--- src/rtl/pulse_width_meter_if.sv ---
// Result handshake carried from pulse_width_meter (master) to its consumer (slave).
interface pulse_width_meter_if #(
  parameter int MAX_COUNT = 255
);
  localparam int W = $clog2(MAX_COUNT + 1);

  logic         meas_valid;
  logic         meas_ready;
  logic [W-1:0] meas_width;
  logic         meas_overflow;
  logic         meas_missed;

  modport master (
    output meas_valid, meas_width, meas_overflow, meas_missed,
    input  meas_ready
  );

  modport slave (
    input  meas_valid, meas_width, meas_overflow, meas_missed,
    output meas_ready
  );
endinterface

--- src/rtl/pulse_width_meter.sv ---
// Measures the high time of a clk-synchronous input in cycles and hands each
// result to a consumer over a valid/ready handshake.
module pulse_width_meter #(
  parameter int MAX_COUNT = 255
) (
  input  logic                clk,
  input  logic                reset_n,
  input  logic                enable,
  input  logic                sig_in,
  output logic                busy,
  pulse_width_meter_if.master meas
);
  localparam int W = $clog2(MAX_COUNT + 1);
  localparam logic [W-1:0] MAX_W = W'(MAX_COUNT);

  typedef enum logic [2:0] {IDLE, ARM, WAIT_RISE, MEASURE, HOLD} state_e;

  state_e       state_q, state_d;
  logic         sig_prev_q;
  logic [W-1:0] cnt_q, cnt_d;
  logic         ovf_q, ovf_d;
  logic         valid_q, valid_d;
  logic [W-1:0] width_q, width_d;
  logic         ovf_out_q, ovf_out_d;
  logic         missed_q, missed_d;
  logic         rise;

  // Counter never wraps: it sticks at MAX_COUNT once reached.
  function automatic logic [W-1:0] sat_inc(input logic [W-1:0] c);
    return (c == MAX_W) ? c : c + 1'b1;
  endfunction

  assign rise = sig_in & ~sig_prev_q;

  always_comb begin
    state_d   = state_q;
    cnt_d     = cnt_q;
    ovf_d     = ovf_q;
    valid_d   = valid_q;
    width_d   = width_q;
    ovf_out_d = ovf_out_q;
    missed_d  = missed_q;
    unique case (state_q)
      IDLE: begin
        if (enable) state_d = ARM;
      end
      ARM: begin
        if (!enable)      state_d = IDLE;
        else if (!sig_in) state_d = WAIT_RISE;
      end
      WAIT_RISE: begin
        if (!enable) begin
          state_d = IDLE;
        end else if (sig_in) begin
          cnt_d   = W'(1);
          ovf_d   = 1'b0;
          state_d = MEASURE;
        end
      end
      MEASURE: begin
        if (!enable) begin
          state_d = IDLE;
        end else if (sig_in) begin
          cnt_d = sat_inc(cnt_q);
          ovf_d = ovf_q | (cnt_q == MAX_W);
        end else begin
          width_d   = cnt_q;
          ovf_out_d = ovf_q;
          valid_d   = 1'b1;
          state_d   = HOLD;
        end
      end
      HOLD: begin
        if (rise) missed_d = 1'b1;
        // A rise coinciding with the handshake is dropped, not flagged.
        if (valid_q && meas.meas_ready) begin
          valid_d  = 1'b0;
          missed_d = 1'b0;
          state_d  = enable ? ARM : IDLE;
        end
      end
      default: state_d = IDLE;
    endcase
  end

  always_ff @(posedge clk) begin
    if (!reset_n) begin
      state_q    <= IDLE;
      sig_prev_q <= 1'b0;
      cnt_q      <= '0;
      ovf_q      <= 1'b0;
      valid_q    <= 1'b0;
      width_q    <= '0;
      ovf_out_q  <= 1'b0;
      missed_q   <= 1'b0;
    end else begin
      state_q    <= state_d;
      sig_prev_q <= sig_in;
      cnt_q      <= cnt_d;
      ovf_q      <= ovf_d;
      valid_q    <= valid_d;
      width_q    <= width_d;
      ovf_out_q  <= ovf_out_d;
      missed_q   <= missed_d;
    end
  end

  assign busy               = (state_q == MEASURE);
  assign meas.meas_valid    = valid_q;
  assign meas.meas_width    = width_q;
  assign meas.meas_overflow = ovf_out_q;
  assign meas.meas_missed   = missed_q;
endmodule

--- src/flat_wrapper.sv ---
// flat-port wrapper written by rule: the top's interface ports become plain ports
module pulse_width_meter_flat 
#(
  parameter int MAX_COUNT = 255
)
  (clk, reset_n, enable, sig_in, busy, meas_meas_valid, meas_meas_width, meas_meas_overflow, meas_meas_missed, meas_meas_ready);
  pulse_width_meter_if #(.MAX_COUNT(MAX_COUNT)) meas_i ();
  input  logic clk;
  input  logic reset_n;
  input  logic enable;
  input  logic sig_in;
  output logic busy;
  output wire logic [$bits(meas_i.meas_valid)-1:0] meas_meas_valid;
  output wire logic [$bits(meas_i.meas_width)-1:0] meas_meas_width;
  output wire logic [$bits(meas_i.meas_overflow)-1:0] meas_meas_overflow;
  output wire logic [$bits(meas_i.meas_missed)-1:0] meas_meas_missed;
  input wire logic [$bits(meas_i.meas_ready)-1:0] meas_meas_ready;
  assign meas_meas_valid = meas_i.meas_valid;
  assign meas_meas_width = meas_i.meas_width;
  assign meas_meas_overflow = meas_i.meas_overflow;
  assign meas_meas_missed = meas_i.meas_missed;
  assign meas_i.meas_ready = meas_meas_ready;
  pulse_width_meter #(.MAX_COUNT(MAX_COUNT)) u_core (.clk(clk), .reset_n(reset_n), .enable(enable), .sig_in(sig_in), .busy(busy), .meas(meas_i));
endmodule
--- config.mk ---
export PLATFORM = sky130hd
export DESIGN_NAME = pulse_width_meter_flat
export DESIGN_NICKNAME = d
export VERILOG_FILES = /design/src/rtl/pulse_width_meter_if.sv /design/src/rtl/pulse_width_meter.sv /design/src/flat_wrapper.sv
export SDC_FILE = /design/constraint.sdc
export NUM_CORES = 1
export LEC_CHECK = 0
export BUFFER_PORTS_ARGS = -buffer_cell sky130_fd_sc_hd__buf_2
export CAP_MARGIN = 0
export CORE_MARGIN = 2
export CORE_UTILIZATION = 49
export CTS_CLUSTER_SIZE = 40
export DETAILED_ROUTE_END_ITERATION = 8
export PLACE_DENSITY = 0.73
export SYNTH_ARGS = -nofsm -noshare
export SYNTH_HDL_FRONTEND = slang
export SYNTH_SLANG_ARGS = --single-unit
--- constraint.sdc ---
create_clock -name clk -period 1.4 [get_ports clk]
set_input_delay 0.21 -clock clk [delete_from_list [all_inputs] [get_ports clk]]
set_output_delay 0.21 -clock clk [all_outputs]
set_load 0.005 [all_outputs]
## Word level (Yosys, flattened, before mapping)

Index checks and enable logic that the tools add are counted.

| operators by class | value |
|---|---|
| equality and inequality tests | 16 |
| muxes and demuxes | 27 |
| bitwise logic cells | 4 |
| reduce and logical (&&, ||, !) cells | 11 |
| $add $sub $neg | 1 |

Operator list:

| cell | number |
|---|---|
| 8-bit 2-to-1 mux | 5 |
| 3-bit 2-to-1 mux | 8 |
| 8-bit case mux with 2 select lines | 1 |
| 3-bit case mux with 5 select lines | 1 |
| 2-bit inequality test (second input constant) | 7 |
| 1-bit 2-to-1 mux | 10 |
| 5-bit AND reduction | 2 |
| 3-bit inequality test (second input constant) | 3 |
| 8-bit by 1-bit adder with 8-bit output (second input constant) | 1 |
| 8-bit == test (second input constant) | 1 |
| 3-bit by 2-bit == test with 1-bit output (second input constant) | 2 |
| 6-bit AND reduction | 1 |
| 2-bit nonzero test | 3 |
| 1-bit case mux with 2 select lines | 2 |
| 4-bit AND reduction | 1 |
| 3-bit by 1-bit == test with 1-bit output (second input constant) | 1 |
| 3-bit == test (second input constant) | 1 |
| 3-bit logical NOT | 1 |
| 3-bit AND reduction | 1 |
| 2-bit by 1-bit inequality test with 1-bit output (second input constant) | 1 |
| 1-bit NOT | 2 |
| 2-bit AND reduction | 1 |
| 1-bit bitwise AND | 1 |
| 1-bit logical AND | 1 |
| 1-bit bitwise OR | 1 |

| word-level totals | value |
|---|---|
| logic and storage cells | 67 |
| output and inout bits | 12 |
| register bits | 24 |

## Logic depth before layout (Yosys ltp)

| depth | value |
|---|---|
| depth after elaboration | 5 |
| mapped depth | 6 |
| depth with buffers taken out | 5 |

## Worst setup path after synthesis

No wires, ideal clock.

| timing path | value |
|---|---|
| path type | flip-flop to flip-flop |
| start point | register u_core.state_q[1] |
| end point | register u_core.ovf_out_q (netlist: u_core.meas.meas_overflow) |
| arrival | 1.299 ns |
| clock period less this slack | 1.415 ns |
| stages on the path, launching flop included | 7 |
| library setup time | 0.116 ns |
| setup slack | -0.015 ns |
| path buffers | 2 |
| cell sequence | dfxtp_1 > buf_2 > nand3b_1 > nor3b_2 > buf_4 > mux2i_1 > nor2b_1 |

| between the ends | value |
|---|---|
| word-level cells in the longest chain between the ends | 2 |

Ends and longest elaborated chain:

| element | line | source |
|---|---|---|
| start, declared | pulse_width_meter.sv:18 | `state_e state_q, state_d;` |
| start signal, assigned | pulse_width_meter.sv:97 | `state_q <= state_d;` |
| 3-bit by 2-bit == test with 1-bit output | pulse_width_meter.sv:43 | `unique case (state_q)` |
| 3-bit AND reduction (no source line) | -- |  |
| end signal, assigned | pulse_width_meter.sv:103 | `ovf_out_q <= ovf_out_d;` |
| end, declared | pulse_width_meter.sv:24 | `logic ovf_out_q, ovf_out_d;` |

No other way between the ends.
A chain may end at the register's enable or synchronous reset.

## Final worst setup path

| timing path | value |
|---|---|
| start point | register u_core.state_q[2] |
| end point | output busy |

| between the ends | value |
|---|---|
| word-level cells in the longest chain between the ends | 1 |

Ends and longest elaborated chain:

| element | line | source |
|---|---|---|
| 3-bit by 2-bit == test with 1-bit output | pulse_width_meter.sv:108 | `assign busy = (state_q == MEASURE);` |
| end, declared | flat_wrapper.sv:12 | `output logic busy;` |

No other way between the ends.

==> impl_metrics.toml <==
[sta]
setup_viol = 1
rsz0062_at_grt = "true"
relSlewSlack_pct = 80.3
setup_ws_ns = -0.0331
tightestPinTransition_ns = 0.292
final_max_slew_viol_count = 0
hold_viol = 0
fin_skew_ns = 0.00130
fin_crit_sh_pct = 102
fmax_mhz = 698
min_period_ns = 1.43
hold_ws_ns = 0.268

[placed_design]
postPlaceCellArea_um2 = 1340
place_congestion = 0.894
dp_hpwl_mm = 1.83
port-buffer-count = 16

[global_routing]
grt_antenna_before_repair = 0
grt_max_degree = 21
grt_pass1_wl_mm = 4.28
overflow = 0
first_global_vias = 983
gr-usage-all-layers_pct = 22.0

[floorplanning]
start_util_pct = 50.7
core_um2 = 2150
dieWidth_um = 51.1
die_h_um = 51.1
die-area_um2 = 2610
io_pins = 17
num_rows = 17

[worst_setup_path]
cp.arrival_ns = 1.22
critPathKind = "flop to output pin"
cp.required_ns = 1.19
worstSetupEndpointType = "output pin"
path_max_fanout = 4
rr_worst_depth = 4
rr_startpoint = "u_core.state_q[2]$_SDFFE_PN0P_"
crit_start = "u_core.state_q[2]$_SDFFE_PN0P_"
crit_path_start_kind = "flop"

[logic_synthesis]
yosysTopAreaCell = "dfxtp_1"
syn_area_per_cell_um2 = 9.38
async_flop_share_pct = 0
synth-seq-area-share_pct = 44.1
ys_ff_latch = 24
syn_inst = 116
syn_area_um2 = 1090
synth_warnings = 0
ys_types = 37
synth_flop_cell = "dfxtp_1"
synthTopCellsByArea = "dfxtp_1 (44%), mux2i_1 (8.3%), nor2b_1 (6.3%)"
synth_fp_nets = 122
synth_edf_count = 0
netlist.area_leader.share_pct = 44.1

[clock_tree]
cts_num_sinks = 24
htree_levels = 1
cts_tree = "yes"
numCtsBuffers = 3
clock_latency_ns = 0.31
postCtsHoldBufs = 0
clk_pin_slew_worst_paths_ns = 0.12
clockBufferDepth = 2
cts-root-buf = "clkbuf_4"

[power]
leakagePower_nw = 0.578
p_per_area_nw_per_um2 = 780
ir_drop_v = 0.000523
p_total_mw = 1.12

[detailed_routing]
final_antenna_net_count = 0
drcViolationCount = 0
routed_wl_mm = 2.62
num_vias = 1049
drt_iter0_drc = 21
dr.pass1.iters = 4
wl_per_cell_um = 14.3
via_per_inst = 5.70

[hold_path]
min_from = "reset_n"
hold_path_class = "input pin to flop"
hold_depth = 2

[final_layout]
num-fill-cells = 185
num_antenna_cells = 0
final_layout_size_suffix_gt1_share_pct = 37.2
design_area_um2 = 1440
nNetsFinal = 163
syn_to_final_growth_pct = 32.3

[job]
maxCapViolCount = 0

[outcome]
status = "finished, violations left"
violations = "setup timing"
## worst paths after layout
check,to,slack [ns]
max,busy,-0.03
min,u_core.meas.meas_valid$_SDFFE_PN0P_,0.27
max reg2reg,u_core.cnt_q[4]$_SDFFE_PN0P_,0
min reg2reg,u_core.ovf_q$_SDFFE_PN0P_,0.50
## final cells by class
class / instances / area, um2 / area share, %
well taps: 28 / 35.0 / 2.43
flip-flops and latches: 24 / 487 / 33.8
multi-input cells: 84 / 599 / 41.6
inverters: 3 / 11.3 / 0.782
clock buffers: 4 / 36.3 / 2.52
repair buffers: 41 / 272 / 18.9
## where the power goes
| group | switching [mW] | internal (mW) |
|---|---|---|
| Sequential | 0.00593 | 0.689 |
| Combinational | 0.0361 | 0.0353 |
| Clock | 0.197 | 0.159 |
## Yosys cell counts, drive strengths merged, types with 2 or more instances
master  number
nand3        4
nand3b       2
buf          3
a21boi       4
dfxtp       24
nor2         8
o31ai        2
and3         4
inv          3
xor2         2
o21a         2
nand2        3
a31oi        3
o21ai        8
o211ai       2
nor2b       11
mux2i        9
or3          2
clkbuf       2
a21oi        2
nand4        3
or4          2
## critical path, cell delays in order, from the launching register on
cell and delay, ns:
dfxtp_2 0.35, nand3b_1 0.23, buf_4 0.19, inv_2 0.05
buf_2 0.10
## layout by cell type, fill, tap and decap left out, types with 5 or more instances in the layout
| cell type | netlist | routed |
|---|---|---|
| buf_2 | 2 | 16 |
| nor2b_1 | 11 | 11 |
| o21ai_0 | 7 | 6 |
| buf_4 | 1 | 24 |
| mux2i_1 | 9 | 9 |
| dfxtp_1 | 24 | 19 |
| dfxtp_2 | 0 | 5 |
| nor2_1 | 8 | 8 |
## cells by family (layout without fill, tap and decap cells)
| logic type | count (synthesis) | count (layout) | share of synthesized area [%] |
|---|---|---|---|
| mux | 9 | 9 | 8.28 |
| compound gates | 25 | 25 | 15.3 |
| simple gates | 46 | 46 | 25.4 |
| buf+inv | 8 | 48 | 3.33 |
| flops | 24 | 24 | 44.1 |
| xor+xnor | 3 | 3 | 2.41 |
| fa+ha+maj | 1 | 1 | 1.15 |
## per-layer routing
layer  track usage [%]  vias up  wire [um]
met5                 0        -          0
met4              11.3        0         64
met3              3.51        7         82
met2              35.9       29       1330
met1              28.1      511       1140
li1                  -      502          -
## state kept, by name, indices dropped and copies added, names as in the netlist
signal,count
u_core.cnt_q,8
u_core.meas.meas_missed,1
u_core.meas.meas_overflow,1
u_core.meas.meas_valid,1
u_core.meas.meas_width,8
u_core.ovf_q,1
u_core.sig_prev_q,1
u_core.state_q,3
## repair_timing
item	CTS	global route
endpoints found under the setup margin	15	19
cloned	0	0
pin swaps	2	5
buffers inserted	3	1
resized for setup	9	5
## stage by stage
step / cells / TNS [ns] / utilization, % / setup WS, ns
detailed placement: 176 / -0.0447 / 62.2 / -0.0228
global placement: 176 / 0 / 62.2 / 0.00178
global route: 184 / -1.12 / 67.0 / -0.0934
finish: 184 / -0.0331 / 67.0 / -0.0331
floorplan: 116 / 0 / - / 0.00748
CTS: 183 / -0.0437 / 66.2 / -0.0425
(Power assumes the default switching activity.)
